<file path="config.mk">
export PLATFORM = sky130hd
export DESIGN_NAME = pipe_stage_buf
export DESIGN_NICKNAME = d
export VERILOG_FILES = /design/src/rtl/pipe_stage_buf.sv
export SDC_FILE = /design/constraint.sdc
export NUM_CORES = 1
export LEC_CHECK = 0
export CORE_MARGIN = 5
export CORE_UTILIZATION = 51
export DETAILED_ROUTE_END_ITERATION = 10
export PLACE_DENSITY_LB_ADDON = 0.2
export SLEW_MARGIN = 20
export SYNTH_ARGS = -nofsm -noshare
export SYNTH_HDL_FRONTEND = slang
export SYNTH_SLANG_ARGS = --single-unit
</file>
<file path="constraint.sdc">
create_clock -name clk -period 2.2 [get_ports clk]
set_input_delay 0.33 -clock clk [delete_from_list [all_inputs] [get_ports clk]]
set_output_delay 0.33 -clock clk [all_outputs]
set_load 0.01 [all_outputs]
</file>
<file path="src/rtl/pipe_stage_buf.sv">
// pipe_stage_buf: generic valid/ready pipeline stage register with an optional
// skid entry, flush, bubble injection and a capture-time control kill mask.
module pipe_stage_buf #(
  parameter int                CTRL_W    = 16,
  parameter int                DATA_W    = 192,
  parameter int                DEPTH     = 2,
  parameter logic [CTRL_W-1:0] KILL_MASK = 16'h0001,
  parameter bit                CLR_DATA  = 1'b1
) (
  input  logic              clk,
  input  logic              reset,
  input  logic              in_valid,
  output logic              in_ready,
  input  logic [CTRL_W-1:0] in_ctrl,
  input  logic [DATA_W-1:0] in_data,
  input  logic              kill,
  input  logic              bubble_req,
  input  logic              flush,
  output logic              out_valid,
  input  logic              out_ready,
  output logic [CTRL_W-1:0] out_ctrl,
  output logic [DATA_W-1:0] out_data,
  output logic              out_bubble,
  output logic [1:0]        occupancy
);

  typedef enum logic [1:0] {
    EMPTY = 2'd0,
    ONE   = 2'd1,
    FULL  = 2'd2
  } state_t;

  state_t            state;
  logic              ready_q;
  logic [CTRL_W-1:0] head_ctrl;
  logic [DATA_W-1:0] head_data;
  logic              head_bubble;
  logic [CTRL_W-1:0] skid_ctrl;
  logic [DATA_W-1:0] skid_data;

  logic              accept;
  logic              head_free;
  logic [CTRL_W-1:0] cap_ctrl;
  logic [DATA_W-1:0] clr_data;

  assign out_valid  = (state != EMPTY);
  assign out_ctrl   = head_ctrl;
  assign out_data   = head_data;
  assign out_bubble = head_bubble;
  assign occupancy  = state;

  // Head slot can be (re)loaded at the next edge: empty now, or being popped.
  assign head_free = ~out_valid | out_ready;

  // ready_q stays low during reset so in_ready rises only after the first edge.
  if (DEPTH == 1) begin : g_plain
    assign in_ready = ready_q & head_free & ~bubble_req;
  end else begin : g_skid
    assign in_ready = ready_q & ~bubble_req;
  end

  assign accept   = in_valid & in_ready & ~flush;
  assign cap_ctrl = in_ctrl & ~(kill ? KILL_MASK : '0);
  assign clr_data = CLR_DATA ? '0 : head_data;

  // Priority: flush, then head reload (skid, input, bubble), then skid capture.
  always_ff @(posedge clk or negedge reset) begin
    if (!reset) begin
      state       <= EMPTY;
      ready_q     <= 1'b0;
      head_ctrl   <= '0;
      head_data   <= '0;
      head_bubble <= 1'b0;
      skid_ctrl   <= '0;
      skid_data   <= '0;
    end else if (flush) begin
      state       <= EMPTY;
      ready_q     <= 1'b1;
      head_ctrl   <= '0;
      head_data   <= clr_data;
      head_bubble <= 1'b0;
    end else if (head_free) begin
      ready_q <= 1'b1;
      if (state == FULL) begin
        state       <= ONE;
        head_ctrl   <= skid_ctrl;
        head_data   <= skid_data;
        head_bubble <= 1'b0;
      end else if (accept) begin
        state       <= ONE;
        head_ctrl   <= cap_ctrl;
        head_data   <= in_data;
        head_bubble <= 1'b0;
      end else if (bubble_req) begin
        state       <= ONE;
        head_ctrl   <= '0;
        head_data   <= clr_data;
        head_bubble <= 1'b1;
      end else begin
        state       <= EMPTY;
        head_ctrl   <= '0;
        head_data   <= clr_data;
        head_bubble <= 1'b0;
      end
    end else if (accept) begin
      state     <= FULL;
      ready_q   <= 1'b0;
      skid_ctrl <= cap_ctrl;
      skid_data <= in_data;
    end
  end

endmodule

</file>
# Yosys cells after proc, flatten, opt, wreduce, memory -nomap -nowiden
# Index checks and enable logic that the tools add are counted.
[word_totals]
reg_bits = 420
input_bits = 215
out_inout_bits = 213
[op_classes]
n_eq_ne = 1
n_mux = 23
n_bitwise = 10
n_reduce_logical = 4
[op_table]
columns = ["op", "n"]
rows = [
  ["192-bit two-way mux", 4],
  ["16-bit two-way mux", 4],
  ["16-bit bitwise AND", 1],
  ["1-bit inverter with 16-bit output", 1],
  ["1-bit two-way mux", 12],
  ["2-bit two-way mux", 3],
  ["1-bit inverter", 4],
  ["2-bit nonzero test", 2],
  ["1-bit bitwise AND", 3],
  ["3-bit AND reduction", 1],
  ["3-bit nonzero test", 1],
  ["2-bit equality test, second input constant", 1],
  ["1-bit bitwise OR", 1],
]

# Longest topological paths before layout
[logic_depth]
depth_word = 8
depth_mapped = 8
ltp_nobuf = 4

# Least setup slack after synthesis
# OpenSTA, ideal clock, no wires.
[synth_path]
path_kind = "register -> register"
start = "register state[0] (netlist: occupancy[0])"
end = "register skid_ctrl[10]"
arrival_time_ps = 1586
t_required_ps = 2075
slack_ps = 489
stages_incl_launch_ff = 8
path_buffers = 4
synth_period_minus_slack_ps = 1711
cell_sequence = "dfrtp_1 > buf_2 > nor2_4 > nor4_4 > buf_6 > buf_6 > buf_6 > mux2_2"
[synth_via]
elab_chain_len = 5
[synth_rtl]
columns = ["element", "line_no", "rtl"]
rows = [
  ["start: declaration", "33", "state_t state;"],
  ["start signal: assignment", "69", "state <= EMPTY;"],
  ["start signal: assignment", "77", "state <= EMPTY;"],
  ["start signal: assignment", "85", "state <= ONE;"],
  ["2-bit nonzero test", "46", "assign out_valid = (state != EMPTY);"],
  ["1-bit inverter", "53", "assign head_free = ~out_valid | out_ready;"],
  ["1-bit bitwise OR", "53", ""],
  ["1-bit inverter (no source line)", "-", ""],
  ["3-bit AND reduction (no source line)", "-", ""],
  ["end signal: assignment", "108", "skid_ctrl <= cap_ctrl;"],
  ["end: declaration", "38", "logic [CTRL_W-1:0] skid_ctrl;"],
]
# No other way between the ends.
# A chain may end at the register's enable or synchronous reset.

# Worst setup path in the final report
[layout_path]
start = "register state[0] (netlist: occupancy[0])"
end = "output port out_valid"
[layout_via]
elab_chain_len = 1
[layout_rtl]
columns = ["element", "line_no", "rtl"]
rows = [
  ["2-bit nonzero test", "46", ""],
  ["end: declaration", "19", "output logic out_valid,"],
]
# No other way between the ends.

==> results by group <==
Layout
  – Share of post-route cells with drive strength above 1: around 11%
  – Most common library cell in the layout ignoring fill and taps: clkdlybuf4s50_1
  – Post-Layout Inst Area: 26300 µm²
  – Total of fill cells in the finished design: approximately 2900
  – Total area of sequential cells: 10500 µm²
  – Net count reported at finish: around 2500
  – Commonest cells after routing, fill and taps aside: clkdlybuf4s50_1 (426), dfrtp_1 (419), o21ai_0 (414)
  – Area of the multi-input gates: a little over 8000 µm²
  – Synthesis-to-finish area growth: 33.0%

Clocking
  – Clock sink total: 420
  – TritonCTS buffer count: between 40 and 50
  – Total number of H-tree levels: 2
  – Clock-pin slew reported for the worst setup and hold paths after clock tree synthesis: 0.06 ns
  – Clock latency at the later pin of the worst-skew pair: about 0.56 ns
  – Bufs on Longest Clock Path: 3
  – Clock tree root buffer cell: clkbuf_16
  – CTS tree: yes

Status
  – Run status: finished, final reports clean

GRT
  – Initial antenna violation count: 8
  – Largest net degree at the start of global routing: roughly 140
  – Wire length of the first global-routing pass: slightly below 100000 µm
  – Number of global-route vias before repair: 17000
  – Total global-route track usage: between 20 and 30%
  – GRT overflow: 0

Floorplanning
  – Die area: 42800 µm²
  – Chip Width: 207 µm
  – Total core area: about 38000 µm²
  – Die height: approximately 210 µm
  – I/O pin count: ~430
  – Standard-cell row count: 72
  – Initial core utilization: about half

Synthesis
  – Area share of fa/ha/maj cells after synthesis: 0%
  – Share of the synthesized area in compound gates (AO/OA/AOI/OAI): around 16%
  – Largest family of logic cells by synthesized area: compound AO/OA/AOI/OAI gates
  – Seq cells post-synth: 420
  – Simple-gate share of the synthesized area: a little over an eighth
  – Mean instance size in the synthesized netlist: ~10 µm²
  – Share of synthesized area spent on multiplexers: a little under an eighth
  – Sequential fraction of the synthesis area: a little over half
  – Yosys synthesis warning count: 0
  – Total standard cell area after synthesis: slightly below 20000 µm²
  – Net count after synthesis: 2116
  – Xor-xnor portion of the synthesized cell area: less than 1%
  – Gate Count Post-Synth: between 1500 and 2000
  – Number of library cell types mapped by synthesis: 34

Power and ir drop
  – Portion of total power attributed to the clock network: 36.7%
  – Gate power share: between 10% and 20%
  – Switching fraction of total power: between 20% and 30%
  – Leak Pwr: about 11 nW
  – Areal power density over the cells: 825 nW/µm²
  – Internal portion of total power: between 15 and 20 mW
  – Proportion of power drawn by flip-flops and latches: approximately 44%
  – Switching Power: 5.64 mW
  – Peak supply drop: approximately 0.00069 V

Place
  – Area after detailed placement: between 20000 and 25000 µm²
  – Count of port buffers added during placement: approximately 430
  – Final weighted congestion of routability-driven global placement: ~0.85
  – Total half-perimeter wirelength after legalization and detailed placement: 38600 µm

Critical path
  – Critical path start-end classification: reg2out
  – Max FO, Critical Path: 4
  – Crit. End Element: primary output
  – Worst EP required: 1.87 ns
  – Critical path data arrival time: ~1.8 ns
  – Crit start category: flip-flop

Timing
  – Final-report max-slew violation count: 0
  – Achievable frequency: about 0.47 GHz
  – Period Utilization, post-route: 96.7%
  – Time the final worst path needs with I/O delays and setup: 2.13 ns
  – Final hold viol count: 0
  – Setup-violating endpoint count in the final report: 0
  – Worst Hold Margin: between 0.2 and 0.3 ns
  – Measured slew at the worst slew-check pin: roughly 0.7 ns
  – RSZ-0062 raised after global routing: no
  – Clk_skew: around 0.0093 ns
  – Max transition margin: between 50% and 60%

Routing
  – Routed via count divided by cell count: about 6.1
  – Post-Route WL: ~63000 µm
  – Total number of vias: approximately 17000
  – Routed length per instance: 22.6 µm
  – DRC violation count after routing: 0
  – Number of violations reported at the end of detailed-routing iteration 0: 1292
  – Iteration count of the initial detailed-routing pass: 6
  – Post-detailed-route count of antenna-violating nets: 0

Min path
  – Type of the most critical hold path: in2async

Job
  – Max cap viols: 0
-- cells by family after synthesis --
family          count (synthesis)
compound gates                630
flops                         420
simple gates                  431
xor+xnor                        1
mux                           208
buf+inv                       211
-- per-stage QoR --
step | setup TNS [ns] | setup slack (ns) | total power [mW] | utilization, % | instances
2_1_floorplan | 0 | 0.489 | 11.8 | - | 1901
3_3_place_gp | -0.337 | -0.0133 | 13.6 | 64.1 | 2702
3_5_place_dp | -1.58 | -0.0533 | 13.8 | 64.1 | 2702
4_1_cts | 0 | 0.0116 | 21.8 | 68.3 | 2784
5_1_grt | 0 | 0.0325 | 22.6 | 68.4 | 2790
6_report | 0 | 0.0732 | 21.7 | 68.4 | 2791
-- worst paths after layout --
check / start / endpoint / slack [ns] / cells past startpoint
max: occupancy[0]$_DFFE_PN0P_ / out_valid / 0.07 / 3
max reg2reg: occupancy[0]$_DFFE_PN0P_ / skid_data[132]$_DFFE_PN0P_ / 0.21 / 6
max in group asynchronous: reset / skid_data[33]$_DFFE_PN0P_ / 1.12 / 4
min: reset / out_data[157]$_DFFE_PN0N_ / 0.27 / 2
min reg2reg: skid_data[161]$_DFFE_PN0P_ / skid_data[161]$_DFFE_PN0P_ / 0.48 / 1
min in group clk: in_data[121] / out_data[121]$_DFFE_PN0N_ / 0.37 / 3
-- registers in the layout, indices dropped and copies added (netlist names) --
register,cells
skid_data,192
ready_q,1
skid_ctrl,16
out_ctrl,16
out_data,192
out_bubble,1
occupancy,2
-- power groups by stage --
stage | Combinational (mW) | Clock [mW] | Sequential (mW)
after global placement | 3.92 | 0 | 9.64
after global routing | 4.52 | 8.36 | 9.73
after detailed placement | 4.06 | 0 | 9.70
after CTS | 4.15 | 8.08 | 9.58
after floorplan | 2.24 | 0 | 9.60
final | 4.13 | 7.95 | 9.60
-- worst max-delay path, cell delays in order, from the launching register on --
cell             delay [ns]
dfrtp_4                0.52
nor2_4                 0.18
inv_4                  0.06
clkdlybuf4s50_1        0.48
-- cell usage after synthesis, drive strengths merged --
cell type	instances	area, µm²
o21bai	1	11.3
o211ai	1	7.51
mux2	208	2340
nor4	1	21.3
and2	1	6.26
a311oi	1	8.76
nor2	2	15.0
nand4	208	1300
inv	4	15.0
a21oi	209	1050
nand3b	1	7.51
a22oi	1	7.51
xnor2	1	8.76
nor2b	211	1320
nand2	3	11.3
and3b	1	8.76
dfrtp	420	10500
buf	66	485
nand2b	1	6.26
o21ai	416	2080
o21a	1	7.51
clkbuf	141	531
nor3	1	5.00
and3	1	6.26
-- timing repair --
item                       in CTS  in global routing
cloned                          2                  0
buffers inserted                1                  2
hold buffers                    1                  0
hold endpoints to repair       46                  0
pin swaps                       0                  1
resized for setup               1                  0
setup endpoints to repair       2                  1
-- layout make-up --
cell class,count,share of cell area (%)
repair buffers,496,20.2
multi-input cells,1270,31.4
inverters,4,0.105
clock buffers,62,4.83
well taps,518,2.46
clock inverters,16,0.971
flip-flops and latches,420,40.0
diodes,5,0.0476
-- per-layer routing --
| layer | track usage, % | share of wire (%) | vias up |
|---|---|---|---|
| met5 | 0 | 0.064 | - |
| met4 | 9.66 | 3.3 | 4 |
| met3 | 6.30 | 8.9 | 118 |
| met2 | 45.3 | 47 | 784 |
| met1 | 39.2 | 40 | 8588 |
| li1 | - | - | 7539 |
No activity file was read; power rests on OpenSTA's default activity.
